<file path="config.mk">
export PLATFORM = sky130hd
export DESIGN_NAME = fetch_unit
export DESIGN_NICKNAME = d
export VERILOG_FILES = /design/src/rtl/fetch_unit.sv
export SDC_FILE = /design/constraint.sdc
export NUM_CORES = 1
export LEC_CHECK = 0
export BUFFER_PORTS_ARGS = -buffer_cell sky130_fd_sc_hd__buf_4
export CORE_MARGIN = 2
export CORE_UTILIZATION = 49
export DETAILED_ROUTE_END_ITERATION = 8
export GPL_TIMING_DRIVEN = 0
export PLACE_DENSITY = 0.82
export SLEW_MARGIN = 10
export SYNTH_ARGS = -nofsm -noshare
export SYNTH_HDL_FRONTEND = slang
export SYNTH_SLANG_ARGS = --single-unit
export TNS_END_PERCENT = 1
</file>
<file path="constraint.sdc">
create_clock -name clk -period 2.79 [get_ports clk]
set_input_delay 0.4185 -clock clk [delete_from_list [all_inputs] [get_ports clk]]
set_output_delay 0.4185 -clock clk [all_outputs]
set_load 0.01 [all_outputs]
</file>
<file path="src/rtl/fetch_unit.sv">
// fetch_unit: RV32I instruction-fetch stage, owns the PC and IF/ID register.
// Optional macro FETCH_PERF_CNT_EN adds the FETCH_CNT/STALL_CNT counters.
// Ports:
//   clk, rst                 clock, synchronous active-high reset
//   IMEM_REQ/ADDR            registered fetch request pulse and address
//   IMEM_RVALID/RDATA        instruction memory response
//   STALL, BRANCH_*          decode hold, redirect from MEM
//   INSTRUCTION/PC_OUT/      IF/ID register contents
//   INSTR_VALID
//   FETCH_CNT, STALL_CNT     perf counters (zero when the macro is undefined)
module fetch_unit #(
  parameter logic [31:0] RESET_PC  = 32'h0000_0000,
  parameter logic [31:0] NOP_INSTR = 32'h0000_0013
) (
  input  logic        clk,
  input  logic        rst,
  output logic        IMEM_REQ,
  output logic [31:0] IMEM_ADDR,
  input  logic        IMEM_RVALID,
  input  logic [31:0] IMEM_RDATA,
  input  logic        STALL,
  input  logic        BRANCH_TAKEN,
  input  logic [31:0] BRANCH_TARGET,
  output logic [31:0] INSTRUCTION,
  output logic [31:0] PC_OUT,
  output logic        INSTR_VALID,
  output logic [31:0] FETCH_CNT,
  output logic [31:0] STALL_CNT
);

  localparam logic [1:0] S_FETCH = 2'd0;
  localparam logic [1:0] S_WAIT  = 2'd1;
  localparam logic [1:0] S_HOLD  = 2'd2;
  localparam logic [1:0] S_DRAIN = 2'd3;

  logic [1:0]  state_q, state_d;
  logic [31:0] pc_q, pc_d;
  logic [31:0] instr_q, instr_d;
  logic [31:0] pc_out_q, pc_out_d;
  logic [31:0] hold_q, hold_d;
  logic        valid_q, valid_d;
  logic        req_q, req_d;
  logic        load;
  logic [31:0] load_data;
  logic        busy;

  always_comb begin
    state_d   = state_q;
    pc_d      = pc_q;
    instr_d   = instr_q;
    pc_out_d  = pc_out_q;
    valid_d   = valid_q;
    hold_d    = hold_q;
    load      = 1'b0;
    load_data = hold_q;
    // A request issued this cycle (FETCH with REQ high) is in flight
    // too, so a redirect then must also drain its response.
    busy = ((state_q == S_FETCH) && req_q) ||
           (((state_q == S_WAIT) || (state_q == S_DRAIN)) &&
            !IMEM_RVALID);
    if (BRANCH_TAKEN) begin
      pc_d    = BRANCH_TARGET & ~32'h3;
      instr_d = NOP_INSTR;
      valid_d = 1'b0;
      state_d = busy ? S_DRAIN : S_FETCH;
    end else begin
      unique case (state_q)
        // REQ low in FETCH only right after reset: wait one cycle
        S_FETCH: if (req_q) state_d = S_WAIT;
        S_WAIT: begin
          if (IMEM_RVALID) begin
            if (STALL) begin
              hold_d  = IMEM_RDATA;
              state_d = S_HOLD;
            end else begin
              load      = 1'b1;
              load_data = IMEM_RDATA;
              state_d   = S_FETCH;
            end
          end
        end
        S_HOLD: begin
          if (!STALL) begin
            load    = 1'b1;
            state_d = S_FETCH;
          end
        end
        S_DRAIN: if (IMEM_RVALID) state_d = S_FETCH;
        default: state_d = S_FETCH;
      endcase
      if (load) begin
        instr_d  = load_data;
        pc_out_d = pc_q;
        valid_d  = 1'b1;
        pc_d     = pc_q + 32'd4;
      end else if (!STALL) begin
        instr_d = NOP_INSTR;
        valid_d = 1'b0;
      end
    end
    req_d = (state_d == S_FETCH);
  end

  always_ff @(posedge clk) begin
    if (rst) begin
      state_q  <= S_FETCH;
      pc_q     <= RESET_PC;
      instr_q  <= NOP_INSTR;
      pc_out_q <= '0;
      valid_q  <= 1'b0;
      hold_q   <= '0;
      req_q    <= 1'b0;
    end else begin
      state_q  <= state_d;
      pc_q     <= pc_d;
      instr_q  <= instr_d;
      pc_out_q <= pc_out_d;
      valid_q  <= valid_d;
      hold_q   <= hold_d;
      req_q    <= req_d;
    end
  end

  assign IMEM_REQ    = req_q;
  assign IMEM_ADDR   = pc_q;
  assign INSTRUCTION = instr_q;
  assign PC_OUT      = pc_out_q;
  assign INSTR_VALID = valid_q;

`ifdef FETCH_PERF_CNT_EN
  logic [31:0] fcnt_q, fcnt_d;
  logic [31:0] scnt_q, scnt_d;

  always_comb begin
    fcnt_d = fcnt_q + {31'd0, load};
    scnt_d = scnt_q + {31'd0, STALL};
  end

  always_ff @(posedge clk) begin
    if (rst) begin
      fcnt_q <= '0;
      scnt_q <= '0;
    end else begin
      fcnt_q <= fcnt_d;
      scnt_q <= scnt_d;
    end
  end

  assign FETCH_CNT = fcnt_q;
  assign STALL_CNT = scnt_q;
`else
  assign FETCH_CNT = 32'h0;
  assign STALL_CNT = 32'h0;
`endif

endmodule
</file>
Word-level counts from Yosys, hierarchy flattened. Cells that the tools add are included.

Register bits: 132. Latch bits: 0. RAM bits: 0. ROM bits: 0. Input bits: 69. Output and inout bits: 162. Logic and storage cells: 46. Memories kept: 0.

Add/subtract/negate cells: 1. Multipliers: 0. Div/mod/pow operators: 0. Magnitude comparators: 0. Eq/ne operators: 4. Shift operators: 0. Multiplexer cells: 21. Bitwise operators: 1. Reduce and logical (&&, ||, !) cells: 11.

Operator list (count): $mux W32 (7); $add A32 B3 Y32 const B (1); $mux W2 (7); $pmux W2 S4 (1); $mux W1 (5); $eq A2 B2 Y1 const B (2); $logic_not A2 Y1 (2); $reduce_and A4 Y1 (1); $eq A2 B1 Y1 const B (1); $logic_and A1 B1 Y1 (2); $logic_or A1 B1 Y1 (2); $ne A2 B1 Y1 const B (1); $pmux W1 S2 (1); $reduce_and A2 Y1 (1); $reduce_bool A2 Y1 (1); $reduce_or A2 Y1 (1); $logic_not A1 Y1 (1); $not A1 Y1 (1).

Depth between registers and ports, before layout. Gate-level depths: netlist of run 1.

Depth in word-level cells: 7. Gate-level depth with buffers: 8. Gate-level depth less buffers: 6.

Worst setup path before layout of run 1. OpenSTA, ideal clock, no wires.

Path type: register -> register. Start: reg state_q[1]. End: reg pc_q[17] (netlist: IMEM_ADDR[17]). Library setup time: 91 ps. Arrival: 2213 ps. Required time: 2699 ps. Slack: 486 ps. Stages on the path, launching flop included: 8. Buffers on the path: 1. Period minus slack after synthesis: 2304 ps. Path through: dfxtp_1 inv_1 ha_1 nand2b_1 buf_2 or4_4 or4_1 a311oi_1.

Word-level cells in the longest chain between the ends: 4. Elaborated cells on any way between the ends: 5. Classes of those cells: 2 x eq/ne; 2 x mux; 1 x reduce/logical.

RTL lines: start, declared (line 36) `logic [1:0] state_q, state_d;`; start signal, assigned (line 114) `state_q <= state_d;`; $eq A2 B2 Y1 / $eq A2 B1 Y1 (equally long branches) (line 67) `unique case (state_q)`; $pmux W1 S2 (*) (line 67); $mux W1 (*) (line 61) `if (BRANCH_TAKEN) begin`; $reduce_bool A2 Y1 (no source line) (*); end signal, assigned (line 115) `pc_q <= pc_d;`; end, declared (line 37) `logic [31:0] pc_q, pc_d;`.

Mark *: on every way between the ends. The rest lies on a longest branch, timed or not. The select of a mux whose other input is x is not followed. A chain may end at the register's enable or synchronous reset.

Worst setup path after layout of run 1. Ends and elaborated chain as after synthesis.

==> impl_metrics.yaml, run 1 <==
setup_path:
  r2r_setup_slack_ns: 0.23
  startpoint_type: "register"
  end_kind: "register"
  cp_max_fo: 10
  arrival_ns: 2.87
  cp.required_ns: 3.11
  crit_type: "register to register"
drt:
  drc: 0
  drtAntennaViolNets: 0
  drt-initial-drc-count: 497
  via_count: 6194
  wirelength_mm: 17.8
  dr.pass1.iters: 5
  viasPerCell: 5.21
  avgRoutedWirePerCell_um: 15.0
pwr:
  p_sw_uw: 1170
  p_per_area_nw_per_um2: 566
  irDropWorstVdd_uv: 415
  leakage_uw: 0.00356
  internal_power_uw: 3630
  p_comb_share_pct: 11.2
  p_sw_share_pct: 24.5
  power_frac_seq_pct: 40.4
  p_clk_share_pct: 48.3
timing:
  rsz0062_at_grt: "false"
  final.min_clock_period_ns: 2.56
  slew-limit-headroom_pct: 24.0
  tightestPinTransition_ns: 1.13
  fmax_mhz: 391
  tns_ns: 0
  finalSetupViolCount: 0
  finalHoldViolCount: 0
  fin_crit_sh_pct: 91.6
  skew_ns: 0.00818
  slew_viol_final: 0
clocking:
  clock_path_buffers: 2
  cts_tree: "yes"
  root_buffer: "clkbuf_16"
  insertion_delay_ns: 0.42
  clkSinkCount: 128
  cts_buffers: 17
  cts_post_setup_buffers_inserted: 0
  ctsHtreeMaxLevel: 4
  path_clk_slew_ns: 0.06
global_route:
  antenna_found_initial: 0
  overflow: 0
  grt_util_all_layers_pct: 26.0
  use_met3_pct: 6.18
  met1_usage_pct: 30.9
  grt_max_degree: 17
  grt_busiest_layer: "met2"
  use_met2_pct: 44.5
  grt_pass1_wl_mm: 27.7
  grt_pass1_vias: 5785
synth:
  ys_warn_count: 0
  synth_area_per_cell_um2: 8.15
  synthCells: 759
  yosysUniqueCellTypes: 51
  ys_ff_latch: 128
  synth-main-ff-cell: "dfxtp_1"
  synthArstFlopShare_pct: 0
  synth_area_leaders: "dfxtp_1, nand2_1, buf_4"
  synth_edf_count: 0
  synth_area_um2: 6190
  netlist.area_leader.share_pct: 41.4
  yosysTopAreaCell: "dfxtp_1"
  yosysSeqAreaShare_pct: 41.4
status:
  outcome: "finished, final reports clean"
floorplan:
  dieHeight_um: 116
  initial_core_util_pct: 49.6
  ios: 231
  die-area_um2: 13500
  rows: 41
  die_w_um: 116
  fp.coreArea_um2: 12500
cells_and_area:
  postLayoutCoreUtil_pct: 68.0
  mostFrequentLayoutCells: "buf_4, nand2_1, dfxtp_1, a21oi_1, conb_1"
  diodes: 0
  drive_above_1_share_pct: 29.5
  fin_nets: 1080
  mostFrequentLayoutCell: "buf_4"
  area_delta_synth_final_pct: 37.0
hold_path:
  hold_class: "primary input to register"
job:
  drv_cap: 0
placed_design:
  place.gp.congestion: 0.913
  dp_hpwl_mm: 12.8
  portBuffers: 160
## logic make-up (layout without fill, tap and decap cells)
| logic type | after synthesis | in the layout | synth area share, % |
|---|---|---|---|
| xor+xnor | 7 | 7 | 0.991 |
| compound gates | 162 | 162 | 17.0 |
| mux | 30 | 30 | 5.46 |
| fa+ha+maj | 6 | 6 | 1.21 |
| other cells | 1 | 68 | 0.0606 |
| buf+inv | 125 | 317 | 11.9 |
| simple gates | 300 | 300 | 22.0 |
| flops | 128 | 128 | 41.4 |
## through the flow
| step | hold WS, ns | setup slack [ns] | power, uW | instance area, um2 | instances |
|---|---|---|---|---|---|
| global route | 0.251 | 0.112 | 4950 | 8480 | 1190 |
| CTS | 0.237 | 0.174 | 4800 | 8470 | 1190 |
| detailed placement | 0.446 | 0.250 | 2510 | 7860 | 1158 |
| global placement | 0.438 | 0.211 | 2500 | 7860 | 1158 |
| floorplan | 0.433 | 0.486 | 2290 | 6440 | 826 |
| finish | 0.252 | 0.235 | 4800 | 8480 | 1190 |
## repair_timing
action,CTS,global route
gates resized for setup,0,1
setup endpoints to repair,0,3
hold buffers,0,0
endpoints found under the hold margin,0,0
## critical path, stage by stage, from the launching register on
cell	delay, ns
dfxtp_1	0.40
inv_1	0.11
ha_1	0.30
nand2b_1	0.06
buf_2	0.18
or4_4	0.60
or4_1	0.53
a311oi_1	0.28
## power by group through the flow
stage	sequential [uW]	combinational, uW	clock (uW)
6_report	1940	540	2320
5_1_grt	1950	592	2410
4_1_cts	1940	533	2330
3_5_place_dp	1980	529	0
3_3_place_gp	1980	522	0
2_1_floorplan	1980	313	0
## path summary, 6_finish.rpt
| path | from | depth (start not counted) | end |
|---|---|---|---|
| setup / recovery | state_q[1] | 7 | IMEM_ADDR[17] |
| hold / removal | BRANCH_TARGET[25] | 3 | IMEM_ADDR[25] |
| setup reg to reg | state_q[1] | 7 | IMEM_ADDR[17] |
| hold reg to reg | hold_q[22] | 2 | hold_q[22] |
## routing by layer
| metal | vias up | share of wire, % |
|---|---|---|
| met4 | 0 | 2.5 |
| met2 | 298 | 49 |
| met5 | - | 0 |
| met1 | 2828 | 40 |
| li1 | 3028 | - |
| met3 | 40 | 8.4 |
## sequential cells by signal, summed over array words and instances (netlist names)
register and count:
state_q 2, IMEM_ADDR 30, PC_OUT 30, INSTRUCTION 32, INSTR_VALID 1, hold_q 32
IMEM_REQ 1
## cell usage after synthesis (6+ instances only)
cell	n
a211oi_1	12
a21oi_1	68
a22oi_1	29
a311oi_1	12
buf_4	68
clkbuf_1	44
dfxtp_1	128
ha_1	6
inv_1	8
mux2_2	30
nand2_1	147
nand3_1	15
nand4_1	10
nor2_1	58
nor2b_1	7
nor3_1	13
nor4_1	9
o21ai_0	12
or3_1	10
or4_1	7
## cell type report
| class | instances | area, um2 |
|---|---|---|
| timing repair buffer | 160 | 1200 |
| fill | 1073 | 3990 |
| inverter | 8 | 30.0 |
| clock buffer | 23 | 488 |
| clock inverter | 9 | 130 |
| tap | 172 | 215 |
| buffer | 117 | 704 |
| multi-input combinational | 573 | 3150 |
| sequential | 128 | 2560 |
(Power assumes the default switching activity.)
==> inputs of run 2 (changes only) <==
--- a/config.mk
+++ b/config.mk
@@ -5,14 +5,14 @@
 export SDC_FILE = /design/constraint.sdc
 export NUM_CORES = 1
 export LEC_CHECK = 0
+export ABC_AREA = 1
 export BUFFER_PORTS_ARGS = -buffer_cell sky130_fd_sc_hd__buf_4
 export CORE_MARGIN = 2
 export CORE_UTILIZATION = 49
 export DETAILED_ROUTE_END_ITERATION = 8
 export GPL_TIMING_DRIVEN = 0
-export PLACE_DENSITY = 0.82
+export PLACE_DENSITY = 0.81
 export SLEW_MARGIN = 10
 export SYNTH_ARGS = -nofsm -noshare
 export SYNTH_HDL_FRONTEND = slang
 export SYNTH_SLANG_ARGS = --single-unit
-export TNS_END_PERCENT = 1
==> run 2 against run 1 <==
  * Design area grew 2.8%
  * Count of clock-buffer cells in the layout down 3
  * Critical endpoint is now IMEM_ADDR[11]
  * Critical path depth grew 3
  * Worst hold slack worse by 0.015 ns
==> impl_metrics.yaml, run 2 <==
hold_path:
  whs_endpoint: "hold_q[8]"
  hold_depth: 3
  hold_start: "IMEM_RDATA[8]"
  hold_class: "primary input to register"
synth:
  synth-compound-area-share_pct: 16.4
  synth_simple_gate_area_share_pct: 26.0
  synth-main-ff-cell: "dfxtp_1"
  synth_area_leaders: "dfxtp_1, nand2_1, nor2_1"
  ys_ff_latch: 128
  synth_xor_xnor_area_share_pct: 0.816
  synth_mux_area_share_pct: 0
  yosysUniqueCellTypes: 32
  synth_adder_area_share_pct: 1.17
  synth_top_family_by_area: "simple AND/OR/NAND/NOR gates"
  yosysSeqAreaShare_pct: 39.8
  yosysTopAreaCell: "dfxtp_1"
  netlist.area_leader.share_pct: 39.8
  synthTopCellsByCount: "nand2_1, nor2_1, dfxtp_1, o21ai_0, a21oi_1"
  synthCells: 928
  ys_warn_count: 0
  synth_area_um2: 6440
  synth_area_per_cell_um2: 6.94
  yosysMostFrequentCell: "nand2_1"
  synth_edf_count: 0
  synthArstFlopShare_pct: 0
timing:
  finalHoldViolCount: 0
  finalSetupViolCount: 0
  slew_viol_final: 0
  fmax_mhz: 500
  layout_setup_ws_ns: 0.788
  skew_ns: 0.00653
  tns_ns: 0
  fin_crit_sh_pct: 71.7
  final.min_clock_period_ns: 2.00
  slew-limit-headroom_pct: 54.2
  rsz0062_at_grt: "false"
  tightestPinTransition_ns: 0.686
clocking:
  cts_hold_buf: 0
  clkSinkCount: 128
  ctsHtreeMaxLevel: 4
  cts_buffers: 17
  cts_post_setup_buffers_inserted: 0
  cts_tree: "yes"
  insertion_delay_ns: 0.42
  cts_resized: 0
  path_clk_slew_ns: 0.06
  clock_path_buffers: 2
  root_buffer: "clkbuf_16"
floorplan:
  die-area_um2: 14100
  fp.coreArea_um2: 12700
  die_w_um: 119
  initial_core_util_pct: 50.6
  ios: 231
  rows: 41
  dieHeight_um: 119
global_route:
  antenna_found_initial: 0
  overflow: 0
  grt_pass1_vias: 6166
  grt_max_degree: 17
  grt_util_all_layers_pct: 26.9
  grt_pass1_wl_mm: 30.1
pwr:
  leakage_uw: 0.00415
  p_per_area_nw_per_um2: 558
  total_power_uw: 4870
  irDropWorstVdd_uv: 416
cells_and_area:
  mostFrequentLayoutCell: "buf_4"
  n_fill_cell: 1104
  fin_nets: 1248
  drive_above_1_share_pct: 25.8
  diodes: 0
  multi_input_area_um2: 3110
  area_delta_synth_final_pct: 35.5
  final-seq-area_um2: 2560
  mostFrequentLayoutCells: "buf_4, nand2_1, nor2_1, dfxtp_1, o21ai_0"
setup_path:
  r2r_setup_slack_ns: 0.79
  arrival_ns: 2.35
  crit_type: "register to register"
  cp.required_ns: 3.14
  end_kind: "register"
  startpoint_type: "register"
  reg2reg_depth: 10
  cp_max_fo: 10
  r2r-start: "state_q[1]"
  rr_endpoint: "IMEM_ADDR[11]"
placed_design:
  place_ws_ns: 0.833
  dp_hpwl_mm: 13.9
  portBuffers: 159
  place.gp.congestion: 0.925
drt:
  dr.pass1.iters: 9
  wirelength_mm: 19.2
  drtAntennaViolNets: 0
  drc: 0
  via_count: 6666
  viasPerCell: 4.91
  avgRoutedWirePerCell_um: 14.1
  drt-initial-drc-count: 616
status:
  outcome: "finished, final reports clean"
job:
  drv_cap: 0
## run 2: changes by cell type in the layout (fill, tap and decap cells not counted), sizes merged, moves of 28 or more
cell / previous run / this run
a22oi: 29 / 0
mux2: 30 / 0
nand3: 16 / 44
o21ai: 12 / 98
inv: 8 / 73
nor2: 58 / 152
nand2: 147 / 186
## run 2: metal layers
metal | GRT usage, % | up-vias | wire [um]
met5 | 0 | - | 0
li1 | - | 3339 | -
met1 | 33.0 | 2961 | 7940
met4 | 8.63 | 0 | 395
met3 | 7.00 | 35 | 1690
met2 | 45.8 | 331 | 9140
## run 2: final cells by class
cell class              instances  share of cell area (%)
repair buffers                159                    13.7
flip-flops and latches        128                    29.4
clock inverters                12                    1.78
multi-input cells             682                    35.7
inverters                      71                    3.06
well taps                     172                    2.47
plain buffers                 114                    8.60
clock buffers                  20                    5.35
## run 2: cells by family after synthesis
| logic type | Yosys count |
|---|---|
| AO/OA/AOI/OAI | 204 |
| buffers and inverters | 185 |
| AND/OR/NAND/NOR | 398 |
| XOR/XNOR | 6 |
| adder cells (fa/ha/maj) | 6 |
| other | 1 |
| flip-flops | 128 |
## run 2: how the worst max path moves through the flow
stage                    start              end  slack, ns  depth (start not counted)
global route        state_q[1]    IMEM_ADDR[30]       0.61                         12
global placement    state_q[1]  INSTRUCTION[27]       0.86                          9
CTS                 state_q[1]    IMEM_ADDR[11]       0.81                         10
detailed placement  state_q[1]  INSTRUCTION[27]       0.83                          9
finish              state_q[1]    IMEM_ADDR[11]       0.79                         10
floorplan           state_q[1]    IMEM_ADDR[18]       1.17                         14
## run 2: worst max-delay path: stages (launching register included)
cell and delay [ns]:
dfxtp_1 0.41, inv_1 0.11, ha_1 0.21, nand2_2 0.15
nand2_1 0.12, nand2_2 0.18, nand2_2 0.12, buf_2 0.21
o21ai_0 0.22, nor2_1 0.08, a21oi_1 0.12
## run 2: stage by stage
| step | hold WS (ns) | util, % | std cells | instance area, um2 |
|---|---|---|---|---|
| after floorplan | 0.430 | - | 995 | 6690 |
| after global placement | 0.438 | 63.7 | 1326 | 8100 |
| after detailed placement | 0.447 | 63.7 | 1326 | 8100 |
| after CTS | 0.226 | 68.5 | 1358 | 8720 |
| after global routing | 0.234 | 68.5 | 1358 | 8720 |
| final | 0.237 | 68.5 | 1358 | 8720 |
## run 2: power by group
| part | switching, uW | internal (uW) | total (uW) |
|---|---|---|---|
| registers | 59.8 | 1880 | 1940 |
| logic | 328 | 258 | 587 |
| clock network | 856 | 1480 | 2340 |
==> inputs of run 3 (changes only) <==
--- a/config.mk
+++ b/config.mk
@@ -8,10 +8,10 @@
 export ABC_AREA = 1
 export BUFFER_PORTS_ARGS = -buffer_cell sky130_fd_sc_hd__buf_4
 export CORE_MARGIN = 2
-export CORE_UTILIZATION = 49
+export CORE_UTILIZATION = 45
 export DETAILED_ROUTE_END_ITERATION = 8
 export GPL_TIMING_DRIVEN = 0
-export PLACE_DENSITY = 0.81
+export PLACE_DENSITY = 0.78
 export SLEW_MARGIN = 10
 export SYNTH_ARGS = -nofsm -noshare
 export SYNTH_HDL_FRONTEND = slang
==> constraint.sdc (replaced) <==
create_clock -name clk -period 1.67 [get_ports clk]
set_input_delay 0.2505 -clock clk [delete_from_list [all_inputs] [get_ports clk]]
set_output_delay 0.2505 -clock clk [all_outputs]
set_load 0.01 [all_outputs]
==> run 3 against run 2 <==
  * The run now ends with negative setup slack left
  * First-iteration DRC count fell by 14%
  * Design area rose by 4.7%
  * Clock skew barely moved
  * Register-to-register slack got worse by 0.81 ns
  * Setup slack got worse by 0.81 ns
==> impl_metrics.yaml, run 3 (synthesized netlist as in run 2, its figures left out) <==
status:
  outcome: "complete, but fails checks"
  failed_checks: "negative setup slack"
global_route:
  grt_util_all_layers_pct: 25.7
  antenna_found_initial: 0
  grt_max_degree: 17
  grt_pass1_wl_mm: 30.3
  overflow: 0
  grt_pass1_vias: 6270
setup_path:
  path_cells: "buf_4, ha_1, inv_1, nand2_4, nand2_4, nand2_8, inv_4, buf_8, buf_4, nand2_1, a31oi_1"
  crit_type: "register to register"
  cp.required_ns: 2.02
  startpoint_type: "register"
  cp_max_fo: 7
  crit_slowest_cell: "dfxtp_4"
  end_kind: "register"
  max_stage_delay_ns: 0.35
  arrival_ns: 2.04
floorplan:
  die_w_um: 124
  dieHeight_um: 124
  fp.coreArea_um2: 13900
  ios: 231
  rows: 43
  die-area_um2: 15300
  initial_core_util_pct: 46.2
drt:
  avgRoutedWirePerCell_um: 14.4
  drc: 0
  drtAntennaViolNets: 0
  dr.pass1.iters: 5
  via_count: 6800
  drt-initial-drc-count: 529
  viasPerCell: 4.93
  wirelength_mm: 19.8
clocking:
  clock_path_buffers: 2
  cts_hold_buf: 0
  insertion_delay_ns: 0.43
  cts_tree: "yes"
  root_buffer: "clkbuf_16"
  ctsHtreeMaxLevel: 4
  clkSinkCount: 128
  cts_buffers: 17
  path_clk_slew_ns: 0.06
timing:
  slew_viol_final: 0
  fin_crit_sh_pct: 101
  rsz0062_at_grt: "true"
  fmax_mhz: 592
  final.min_clock_period_ns: 1.69
  hold_slack_ns: 0.0648
  skew_ns: 0.00667
  finalSetupViolCount: 5
  tightestPinTransition_ns: 0.651
  finalHoldViolCount: 0
  layout_setup_ws_ns: -0.0198
  slew-limit-headroom_pct: 56.6
cells_and_area:
  drive_above_1_share_pct: 29.8
  diodes: 0
  mostFrequentLayoutCells: "buf_4, nand2_1, nor2_1, dfxtp_1, a21oi_1"
  fin_nets: 1260
  mostFrequentLayoutCell: "buf_4"
  area_delta_synth_final_pct: 41.8
  postLayoutCoreUtil_pct: 65.5
pwr:
  irDropWorstVdd_uv: 682
  p_clk_share_pct: 48.3
  leakage_uw: 0.00428
  p_comb_share_pct: 13.2
  p_sw_share_pct: 25.4
  internal_power_uw: 6300
  p_sw_uw: 2140
  p_per_area_nw_per_um2: 925
  power_frac_seq_pct: 38.5
hold_path:
  hold_class: "primary input to register"
placed_design:
  place_ws_ns: -0.312
  place.gp.congestion: 0.941
  dp_hpwl_mm: 14.1
  portBuffers: 159
job:
  drv_cap: 0
==> run 3: cell count changes in the layout (fill, tap and decap cells not counted), moves of 6 or more <==
cell	before	now
nor2_2	5	11
nor2_1	143	135
clkbuf_1	24	18
buf_4	230	248
o21ai_0	95	81
dfxtp_1	128	122
buf_2	13	2
o21ai_1	3	12
buf_6	5	11
==> run 3: path summary, 6_finish.rpt <==
path	cells past startpoint	start	slack [ns]	endpoint
hold reg to reg	2	INSTRUCTION[31]	0.45	INSTRUCTION[31]
setup reg to reg	11	state_q[1]	-0.02	IMEM_ADDR[8]
setup / recovery	11	state_q[1]	-0.02	IMEM_ADDR[8]
hold / removal	3	IMEM_RDATA[14]	0.06	hold_q[14]
==> run 3: cell type report <==
class                           count  area (um2)
Inverter                           71         280
Sequential cell                   128        2580
Fill cell                        1234        4800
Clock buffer                       18         429
Tap cell                          180         225
Timing Repair Buffer              174        1310
Multi-Input combinational cell    682        3260
Clock inverter                     14         214
Buffer                            111         837
==> run 3: worst max-delay path, delay by kind of cell (launching register included) <==
| kind | cells | cell delay (ns) |
|---|---|---|
| buffers and inverters | 5 | 0.56 |
| AOI/OAI and AO/OA | 1 | 0.16 |
| DFF | 1 | 0.35 |
| adders and majority gates | 1 | 0.18 |
| and+or+nand+nor | 4 | 0.35 |
==> run 3: routing by layer <==
layer / GRT usage, % / vias up / wire [um]
li1: - / 3367 / -
met1: 31.4 / 3027 / 7940
met2: 43.3 / 362 / 9490
met3: 6.78 / 44 / 1940
met4: 9.73 / 0 / 399
met5: 0 / - / 0
==> run 3: what timing repair did <==
action / in CTS / in global routing
gates resized for setup: 56 / 56
cloned: 0 / 0
hold endpoints to repair: 0 / 0
setup buffers: 12 / 3
setup endpoints to repair: 116 / 122
pin swaps: 10 / 8
==> run 3: power groups by stage <==
stage	sequential [uW]	combinational (uW)	clock, uW
after floorplan	3310	581	0
after global placement	3300	949	0
after detailed placement	3310	966	0
after CTS	3240	1060	4090
after global routing	3260	1230	4240
final	3250	1110	4080
==> run 3: metrics by stage <==
stage | cell area (um2) | setup TNS (ns) | total power, uW | cells
detailed placement | 8110 | -18.09 | 4270 | 1334
CTS | 8990 | -0.0297 | 8400 | 1378
floorplan | 6690 | 0 | 3890 | 995
finish | 9130 | -0.0542 | 8450 | 1378
global placement | 8110 | -14.22 | 4250 | 1334
global route | 9130 | -3.46 | 8730 | 1378
